`config.mk`:
```
export PLATFORM = sky130hd
export DESIGN_NAME = pipe_elastic
export DESIGN_NICKNAME = d
export VERILOG_FILES = /design/src/rtl/pipe_elastic.sv
export SDC_FILE = /design/constraint.sdc
export NUM_CORES = 1
export LEC_CHECK = 0
export CAP_MARGIN = 20
export CELL_PAD_IN_SITES_DETAIL_PLACEMENT = 0
export CELL_PAD_IN_SITES_GLOBAL_PLACEMENT = 2
export CORE_MARGIN = 2
export CORE_UTILIZATION = 34
export CTS_CLUSTER_DIAMETER = 60
export DETAILED_ROUTE_END_ITERATION = 8
export MAX_ROUTING_LAYER = met4
export PLACE_DENSITY_LB_ADDON = 0.15
export SYNTH_ARGS = -nofsm -noshare
export SYNTH_HDL_FRONTEND = slang
export SYNTH_SLANG_ARGS = --single-unit
```
`constraint.sdc`:
```
create_clock -name clk -period 8.8 [get_ports clk]
set_input_delay 2.64 -clock clk [delete_from_list [all_inputs] [get_ports clk]]
set_output_delay 2.64 -clock clk [all_outputs]
set_load 0.02 [all_outputs]
```
`src/rtl/pipe_elastic.sv`:
```
// Multi-lane elastic pipe buffer with per-beat lane compaction and flush.
// Define PIPE_BYPASS_EN for a zero-latency path when the buffer is empty.
module pipe_elastic #(
  parameter int WIDTH = 32,
  parameter int LANES = 2,
  parameter int DEPTH = 2
) (
  input  logic                       clk,
  input  logic                       resetn,
  input  logic                       flush,
  input  logic                       in_valid,
  output logic                       in_ready,
  input  logic [LANES-1:0]           in_lane_vld,
  input  logic [LANES*WIDTH-1:0]     in_data,
  output logic                       out_valid,
  input  logic                       out_ready,
  output logic [LANES-1:0]           out_lane_vld,
  output logic [LANES*WIDTH-1:0]     out_data,
  output logic [$clog2(DEPTH+1)-1:0] occupancy
);

  localparam int CW = $clog2(DEPTH+1);
  localparam int PW = (DEPTH > 1) ? $clog2(DEPTH) : 1;
  localparam logic [CW-1:0] FULL = CW'(DEPTH);
  localparam logic [PW-1:0] LAST = PW'(DEPTH-1);

  logic [LANES-1:0]       mem_vld  [DEPTH];
  logic [LANES*WIDTH-1:0] mem_data [DEPTH];
  logic [PW-1:0]          rd_ptr;
  logic [PW-1:0]          wr_ptr;
  logic [CW-1:0]          count;
  logic [LANES-1:0]       cmp_vld;
  logic [LANES*WIDTH-1:0] cmp_data;
  logic                   any_lane;
  logic                   byp;
  logic                   push;
  logic                   wr_en;
  logic                   rd_en;
  logic                   empty;

  function automatic logic [PW-1:0] nxt(input logic [PW-1:0] p);
    return (p == LAST) ? '0 : p + 1'b1;
  endfunction

  // Shift valid lanes toward lane 0; mask becomes a thermometer code.
  always_comb begin
    int k;
    cmp_data = '0;
    cmp_vld  = '0;
    k        = 0;
    for (int i = 0; i < LANES; i++) begin
      if (in_lane_vld[i]) begin
        cmp_data[k*WIDTH +: WIDTH] = in_data[i*WIDTH +: WIDTH];
        k = k + 1;
      end
    end
    for (int i = 0; i < LANES; i++) begin
      cmp_vld[i] = (i < k);
    end
  end

  assign empty    = (count == '0);
  assign any_lane = |in_lane_vld;
  assign in_ready = (count < FULL);

`ifdef PIPE_BYPASS_EN
  assign byp = empty && !flush && in_valid && any_lane;
`else
  assign byp = 1'b0;
`endif

  assign push      = in_valid && in_ready && any_lane && !flush;
  assign wr_en     = push && !(byp && out_ready);
  assign rd_en     = !empty && out_ready && !flush;
  assign out_valid = !empty || byp;
  assign occupancy = count;

  always_comb begin
    out_lane_vld = '0;
    out_data     = '0;
    if (!empty) begin
      out_lane_vld = mem_vld[rd_ptr];
      out_data     = mem_data[rd_ptr];
    end else if (byp) begin
      out_lane_vld = cmp_vld;
      out_data     = cmp_data;
    end
  end

  always_ff @(posedge clk or negedge resetn) begin
    if (!resetn) begin
      count  <= '0;
      rd_ptr <= '0;
      wr_ptr <= '0;
    end else if (flush) begin
      count  <= '0;
      rd_ptr <= '0;
      wr_ptr <= '0;
    end else begin
      if (wr_en) wr_ptr <= nxt(wr_ptr);
      if (rd_en) rd_ptr <= nxt(rd_ptr);
      count <= count + CW'(wr_en) - CW'(rd_en);
    end
  end

  // Payload storage needs no reset; outputs are gated by count.
  always_ff @(posedge clk) begin
    if (wr_en) begin
      mem_vld[wr_ptr]  <= cmp_vld;
      mem_data[wr_ptr] <= cmp_data;
    end
  end

endmodule
```
==> results.md <==
* Critical path launch point: rd_ptr
* Sequential fraction of the synthesis area at 70.5%
* Cell area after synthesis at 0.00576 mm2
* Multi-input gate area at 0.00158 mm2
* Slowest CP cell: dfrtp_4
* Most frequent cells in the layout: 139 x clkdlybuf4s50_1, 132 x edfxtp_1, 70 x nor2_1
* Post-Synth Simple-Gate Area at 9.49%
* Floorplan core area at about 0.017 mm2
* H-tree levels at 4
* Routed Antenna Nets at 0
* CP required at 6.16 ns
* Status: complete, no violations
* Tot GR Track Use at 15.3%
* First-pass GRT wire length at 20300 um
* Mux contribution to synthesized area at a little under an eighth
* Skew final at 0.00609 ns
* Layout Utilization at 48.0%
* Number of post-CTS setup repair buffers at 0
* Storage element area at ~0.0041 mm2
* Clk buf depth at 2
* Worst Hold Class: flop to flop
* Routability cong. at 0.689
* PortBufs at between 100 and 150
* Hold Crit Start: wr_ptr
* Vias in the first global route at 3815
* Commonest non-fill, non-tap cell in the layout: clkdlybuf4s50_1
* FF+latch count, synth at 136
* Worst Path Buf+Inv at 2
* Post-cts gate resize count at 0
* Pleak at between 0.002 and 0.003 uW
* Reg power frac at 43.8%
* Final hold violations at 0
* Die Y at 134 um
* Unrepaired setup endpoints after global routing: no
* Peak Freq at 183 MHz
* Setup-failing EPs final at 0
* Worst Tran Pin Value at 0.946 ns
* Clk slew on worst S/H paths at around 0.060 ns
* CTS hold repair buffers at 0
* Global route overflow at 0
* CP Launch Type: flop
* CP max stage delay at 0.80 ns
* Post-Synth Adder-Cell Area at 0.217%
* Max_slew headroom at 36.9%
* Initial antenna violation count at 0
* Synth Area in XOR/XNOR at 0.456%
* Largest net degree at the start of global routing at roughly 70
* Maxcap violations at 0
* Via-to-Cell Ratio at 4.75
* DR iter-0 viols at 116
* Initial core utilization at a little over a third
* Die Area at 0.0180 mm2
* Cell family with most CP delay: buffers and inverters
* Total Nets Final at 593
* Power Internal at 1320 uW
* Max Slew Vio Count at 0
* Chip width at 134 um
* Share of cells above drive strength 1 at 8.24%
* Via count at between 3000 and 4000
* Critical Path AT at between 2 and 3 ns
* CP Class: flop to output port
* Compound-cell area share of the yosys netlist at 5.08%
* Num CTS Buffers at 17
* Ant diodes at 0
* Tmin final at 5.45 ns
* Psw at 411 uW
* Area leader, netlist: edfxtp_1
* Clock network power share at 39.2%
* Final period util at 61.9%
* Synth top area share at 68.8%
* CTS sink cnt at 136
* Rows at 47
* Routed Wire Length at 13000 um
* Syn nets at 457
* Routed WL per cell at 17.2 um
* Max FO, Critical Path at 35
* Setup TNS at 0 ns
* DRC at 0
* YS warnings at 0
* Worst path cell trace: buf_4 > mux2i_1 > nor2_1 > clkdlybuf4s50_1
* Gate power share at 17.0%
* Fillers at 1491
* CP endpoint kind: output port
* Root buf cell: clkbuf_16
* Cell count after synthesis at 385
* Largest family of logic cells by synthesized area: multiplexers
* Reg-to-reg startpoint: occupancy[1]
* DR pass1 iterations at 4
* Power per Cell Area at ~220 mW/mm2
* Switching Fraction at about a quarter
* DP Wirelength at 7980 um
* Clock latency reported for the late side of the worst-skew pair at about 0.4 ns
* Synthesized area per cell at roughly 15 um2
* VDD IR max at ~0.00012 V
* TritonCTS clock tree: yes
* Number of I/O pins at roughly 140
* Area Growth Syn to Fin at 38.1%
* Netlist cell types at 25
* Largest cells by area after synthesis: edfxtp_1 69%, mux2i_1 11%, a22o_1 4.9%, nor2_1 4.6%, and3_1 3.1%
## final timing paths
path | end | slack (ns) | depth (start not counted)
max in group asynchronous | rd_ptr | 6.13 | 1
setup reg to reg | occupancy[1] | 6.16 | 9
setup / recovery | out_data[42] | 3.35 | 4
min in group asynchronous | occupancy[0] | 2.45 | 1
hold / removal | wr_ptr | 0.62 | 2
hold reg to reg | wr_ptr | 0.62 | 2
## area by class of cell
cell class / count / area share [%]
Sequential cell: 136 / 51.1
Timing Repair Buffer: 146 / 18.4
Clock buffer: 20 / 5.48
Inverter: 3 / 0.141
Tap cell: 220 / 3.46
Multi-Input combinational cell: 217 / 19.8
Clock inverter: 12 / 1.67
## flip-flops by register name, summed over array words and instances (netlist names)
name,cells
mem_vld,4
rd_ptr,1
wr_ptr,1
mem_data,128
occupancy,2
## worst reg2reg max path, cell delays in order (launching register included)
cell and delay (ns):
dfrtp_1 0.46, nor2_4 0.47, buf_4 0.55, inv_1 0.12, nand2_1 0.14, xor2_1 0.15, nor2_1 0.06, ha_1 0.19
nor2b_1 0.13, mux2_4 0.27
## routing by layer
metal | vias up | wire, um | GRT usage [%]
met2 | 96 | 6560 | 25.9
met1 | 1743 | 5660 | 18.0
met5 | - | 0 | -
li1 | 1726 | - | -
met4 | 0 | 230 | 5.61
met3 | 18 | 555 | 3.36
## power groups by stage
stage          clock [uW]  sequential (uW)  combinational [uW]
2_1_floorplan           0              765                 167
3_3_place_gp            0              772                 297
3_5_place_dp            0              773                 299
4_1_cts               695              760                 300
5_1_grt               722              762                 318
6_report              678              759                 295
## cell usage after synthesis
| library cell | n |
|---|---|
| and3_2 | 3 |
| nor2_2 | 1 |
| dfrtp_1 | 4 |
| nand3_1 | 1 |
| and2_1 | 1 |
| buf_1 | 1 |
| ha_1 | 1 |
| nor2_1 | 71 |
| nor3b_1 | 1 |
| nand2_1 | 1 |
| mux2_4 | 1 |
| nor2b_1 | 3 |
| and3_1 | 29 |
| clkbuf_1 | 13 |
| edfxtp_1 | 132 |
| and3b_2 | 1 |
| mux2i_1 | 66 |
| a22o_1 | 32 |
| nor3b_4 | 1 |
| xor2_1 | 2 |
| buf_2 | 12 |
| buf_4 | 3 |
| o22ai_2 | 1 |
| inv_1 | 3 |
| xnor2_1 | 1 |
## logic make-up after synthesis
group	after synthesis
xor gates and xnor gates	3
muxes	67
adders and majority gates	1
buffers and inverters	32
AOI/OAI and AO/OA	33
and+or+nand+nor	113
DFF	136
## per-stage QoR
stage	power [uW]	worst slack, ns	cells	hold slack (ns)	cell area, um2
after floorplan	932	0.407	385	0.525	5760
after global placement	1070	3.52	721	0.570	7360
after detailed placement	1070	3.45	721	0.615	7360
after CTS	1760	3.27	753	0.629	7930
after global routing	1800	3.13	754	0.665	7960
final	1730	3.35	754	0.621	7960
Note: power is estimated with default switching activity, not from simulation.
==> variant 1 (config.mk and constraints unchanged) <==
The option `PIPE_BYPASS_EN` is turned on by a define.
--- a/src/rtl/pipe_elastic.sv
+++ b/src/rtl/pipe_elastic.sv
@@ -2,2 +2,4 @@
 // Define PIPE_BYPASS_EN for a zero-latency path when the buffer is empty.
+`define PIPE_BYPASS_EN
+
 module pipe_elastic #(
Behaviour: not the same (Yosys sat finds a counterexample within 4 cycles, from zero or initial values and one cycle with resetn low).
==> variant 1 against the unedited design <==
  * First-iteration DRC count rose by 120%
  * Clock power fell by 4.0%
  * Final area rose by 9.6%
  * Via count rose by 20%
  * Synthesized cell count rose by 14%
  * Area after synthesis rose by 14%
  * Final cell count rose by 11%
  * Count of clock-buffer cells in the layout fell by 2
  * Worst setup slack got worse by 2.4 ns
  * Sequential cell count did not move
  * Total power rose by 3.1%
  * Routed wire length rose by 28%
  * Critical endpoint is now out_lane_vld[0]
  * Highest routed layer unchanged
==> variant 1: results (changes against the unedited design) <==
[status]
outcome=completed

[global_routing]
grt_pass1_wl_um=25500  ; +25%
grt_usage=0.171  ; +0.0177
met2_usage=0.270  ; +0.0111
use_met3=0.0503  ; +0.0167
grt_pass1_vias=4504  ; +18%
grt_max_degree=53  ; -22%
met1_usage=0.214  ; +0.0337

[power]
swShare=0.264  ; +0.0265
p_leak_nw=3.16  ; +15%
ir_worst_vdd_mv=0.129  ; +4.4%
powerClk_mw=0.651  ; -4.0%
powerComb_mw=0.387  ; +31%

[timing]
clock-skew-final_ns=0.00626  ; +0.000176 ns
whs_ns=0.552  ; -0.0689 ns
max-slew-margin-rel=0.390  ; +0.0205

[finish]
antennaDiodeCount=0  ; unchanged
drive_gt1_frac=0.130  ; +0.0474
nets=638  ; +7.6%
nFillCells=1667  ; +12%
final_cells=838  ; +11%

[critical_path]
cp-endpoint=out_lane_vld[0]
cpPeakStageDelay_ns=0.75  ; -0.05 ns
crit_fanout=36  ; +2.9%
startpoint=in_lane_vld[1]
critPathSlowestCell=or2_2

[yosys]
seq_area_frac_synth=0.617  ; -0.0882
ys_types=30  ; +20%
synth.area.top_cells=edfxtp_1 (60%), mux2i_1 (10%), o2bb2ai_2 (6.8%), a41o_1 (4.9%), a22o_1 (4.1%)
synth.net_count=511  ; +12%

[detailed_routing]
wl_met2_um=7850  ; +20%
first_iter_violations=258  ; +120%
drt_wl_total_um=16600  ; +28%
via_count=4300  ; +20%
drt-met1-wl_um=7740  ; +37%

[worst_hold_path]
whs_path_depth=1  ; -1

[place]
dp_hpwl_um=10300  ; +29%
finalWeightedCongestion=0.709  ; +3.0%
placed_area_um2=8180  ; +11%
dpl.cell_count=806  ; +12%

[cts]
clk-insertion-delay-late_ns=0.42  ; +0.02 ns

==> variant 1: cell types whose count changed in the layout (fill, tap and decap cells not counted), sizes merged, moves of 2 or more <==
cell     change
nor3b        -2
clkinv       +4
o21ai        +2
o2bb2ai     +32
a41o        +32
nand2        +3
nor2        -34
clkbuf       -2
buf          +6
==> variant 1: final cells by class <==
class | count | area [um2] | area share
clock inverters | 14 | 114 | 0.0130
flip-flops and latches | 136 | 4070 | 0.466
clock buffers | 18 | 429 | 0.0492
inverters | 4 | 15.0 | 0.00172
well taps | 260 | 325 | 0.0373
multi-input cells | 254 | 2260 | 0.259
repair buffers | 152 | 1510 | 0.173
==> variant 1: kinds of logic after synthesis <==
kind of cell	share of synthesized area
DFF	0.617
and+or+nand+nor	0.0630
AOI/OAI and AO/OA	0.168
xor gates and xnor gates	0.00399
buffers and inverters	0.0444
muxes	0.100
adders and majority gates	0.00380
==> variant 2 (config.mk and constraints unchanged) <==
Made on the original files. Reset style: synchronous (`resetn`), changed in one clocked block.
--- a/src/rtl/pipe_elastic.sv
+++ b/src/rtl/pipe_elastic.sv
@@ -89,3 +89,3 @@
 
-  always_ff @(posedge clk or negedge resetn) begin
+  always_ff @(posedge clk) begin
     if (!resetn) begin
Behaviour: differs if resetn is asserted again (counterexample within 4 cycles, from zero or initial values and one cycle with resetn low); with resetn held inactive, the same outputs for 4 cycles.
==> variant 2 against the unedited design <==
  * Critical endpoint is now out_data[10]
  * Area after synthesis is 0.17% higher
  * Routed wire length fell by 0.38%
  * Worst hold slack got worse by 0.11 ns
  * Clock skew increased by 0.0028 ns
  * Final area rose by 0.24%
  * Worst setup slack improved by 0.074 ns
  * Final cell count up 1.2%
  * Sequential cell count is 1 higher
  * Via count up 0.47%
Power is not compared: it rests on default switching activity, and its combinational part moved more than twofold at a synthesized area within 25%.
==> variant 2: results (changes against the unedited design) <==
[cts]
post_cts_buffers=0  ; unchanged
clk_pin_slew_ns=0.06  ; about the same
h-tree-depth=4  ; unchanged
clk-insertion-delay-late_ns=0.40  ; about the same
cts_buffer_depth=2  ; unchanged

[detailed_routing]
wl_per_cell_um=17.0  ; -1.6%
via_count=3600  ; +0.47%
first_iter_violations=227  ; +96%
drt_pass1_iterations=4  ; unchanged

[global_routing]
grt_pass1_wl_um=20300  ; +0.17%
antenna_found_initial=0  ; unchanged
grt_max_degree=69  ; +1.5%
use_met3=0.0382  ; +0.00454
met1_usage=0.189  ; +0.00902
grt_pass1_vias=3732  ; -2.2%
grt_usage=0.153  ; +0.000199
met2_usage=0.250  ; -0.00964

[yosys]
synthFlopType=edfxtp_1
ys_types=22  ; -12%
synth_commonest_cells=edfxtp_1 (132), nor2_1 (74), mux2i_1 (66)
syn_area_um2=5770  ; +0.17%
seq_area_frac_synth=0.704  ; -0.00122
synth.net_count=465  ; +1.8%
synth.area.top_cells=edfxtp_1 (69%), mux2i_1 (11%), nor2_1 (4.8%), a22o_1 (4.7%), and3_1 (3.5%)
async_flop_share=0  ; -0.0294

[timing]
max-slew-margin-rel=0.395  ; +0.0257
clock-skew-final_ns=0.00890  ; +0.00281 ns

[finish]
nets=603  ; +1.7%
largest_reg_flops=128  ; unchanged
top_register=mem_data
antennaDiodeCount=0  ; unchanged
drive_gt1_frac=0.0773  ; -0.00505

[critical_path]
critPathArrivalTime_ns=2.74  ; -0.07 ns
crit_fanout=46  ; +31%

[status]
outcome=completed

[place]
dp_hpwl_um=8000  ; +0.23%
port-buffer-count=140  ; unchanged
finalWeightedCongestion=0.718  ; +4.2%

[worst_hold_path]
hold_class=flip-flop to flip-flop

[power]
p_leak_nw=2.70

## variant 2: metal layers
| metal | part of all wire | wire length, um | vias to the layer above |
|---|---|---|---|
| li1 | - | - | 1739 |
| met5 | 0 | 0 | - |
| met1 | 0.44 | 5760 | 1745 |
| met3 | 0.051 | 667 | 6 |
| met2 | 0.50 | 6440 | 110 |
| met4 | 0.0072 | 93 | 0 |
## variant 2: metrics by stage
stage | worst slack (ns) | cells | instance area (um2)
2_1_floorplan | 2.48 | 392 | 5770
3_3_place_gp | 3.55 | 731 | 7370
4_1_cts | 3.34 | 763 | 7980
3_5_place_dp | 3.51 | 731 | 7370
5_1_grt | 3.18 | 763 | 7980
6_report | 3.42 | 763 | 7980
## variant 2: power groups by stage
stage | Clock, mW | Combinational (mW) | Sequential (mW)
CTS | 0.741 | 0.128 | 0.740
finish | 0.726 | 0.126 | 0.740
global route | 0.771 | 0.137 | 0.741
global placement | 0 | 0.127 | 0.753
detailed placement | 0 | 0.128 | 0.753
floorplan | 0 | 0.0598 | 0.753
## variant 2: critical path, stage by stage (launching register included)
cell and delay, ns:
dfxtp_4 0.57, buf_4 0.72, mux2i_1 0.16, nor2_1 0.20
clkdlybuf4s50_1 0.64
## variant 2: final timing paths
kind	cells past startpoint	slack [ns]	from	endpoint
min	2	0.51	rd_ptr	flip-flop
max reg2reg	4	6.59	occupancy[1]	mem_data[0][49]
min reg2reg	2	0.51	rd_ptr	flip-flop
max	4	3.42	flip-flop	out_data[10]
## variant 2: cell families (layout without fill, tap and decap cells)
logic type	after synthesis	in the layout	share of synthesized area
flip-flops	137	137	0.704
AND/OR/NAND/NOR	115	115	0.0919
multiplexers	66	66	0.114
AO/OA/AOI/OAI	35	35	0.0505
buffers and inverters	34	185	0.0306
XOR/XNOR	3	3	0.00455
adder cells (fa/ha/maj)	2	2	0.00433
## variant 2: area by class of cell
type	instances	area (um2)
fillers	1476	8600
flip-flops and latches	137	4070
multi-input cells	221	1560
repair buffers	147	1450
clock buffers	19	433
well taps	220	275
clock inverters	13	176
inverters	6	22.5
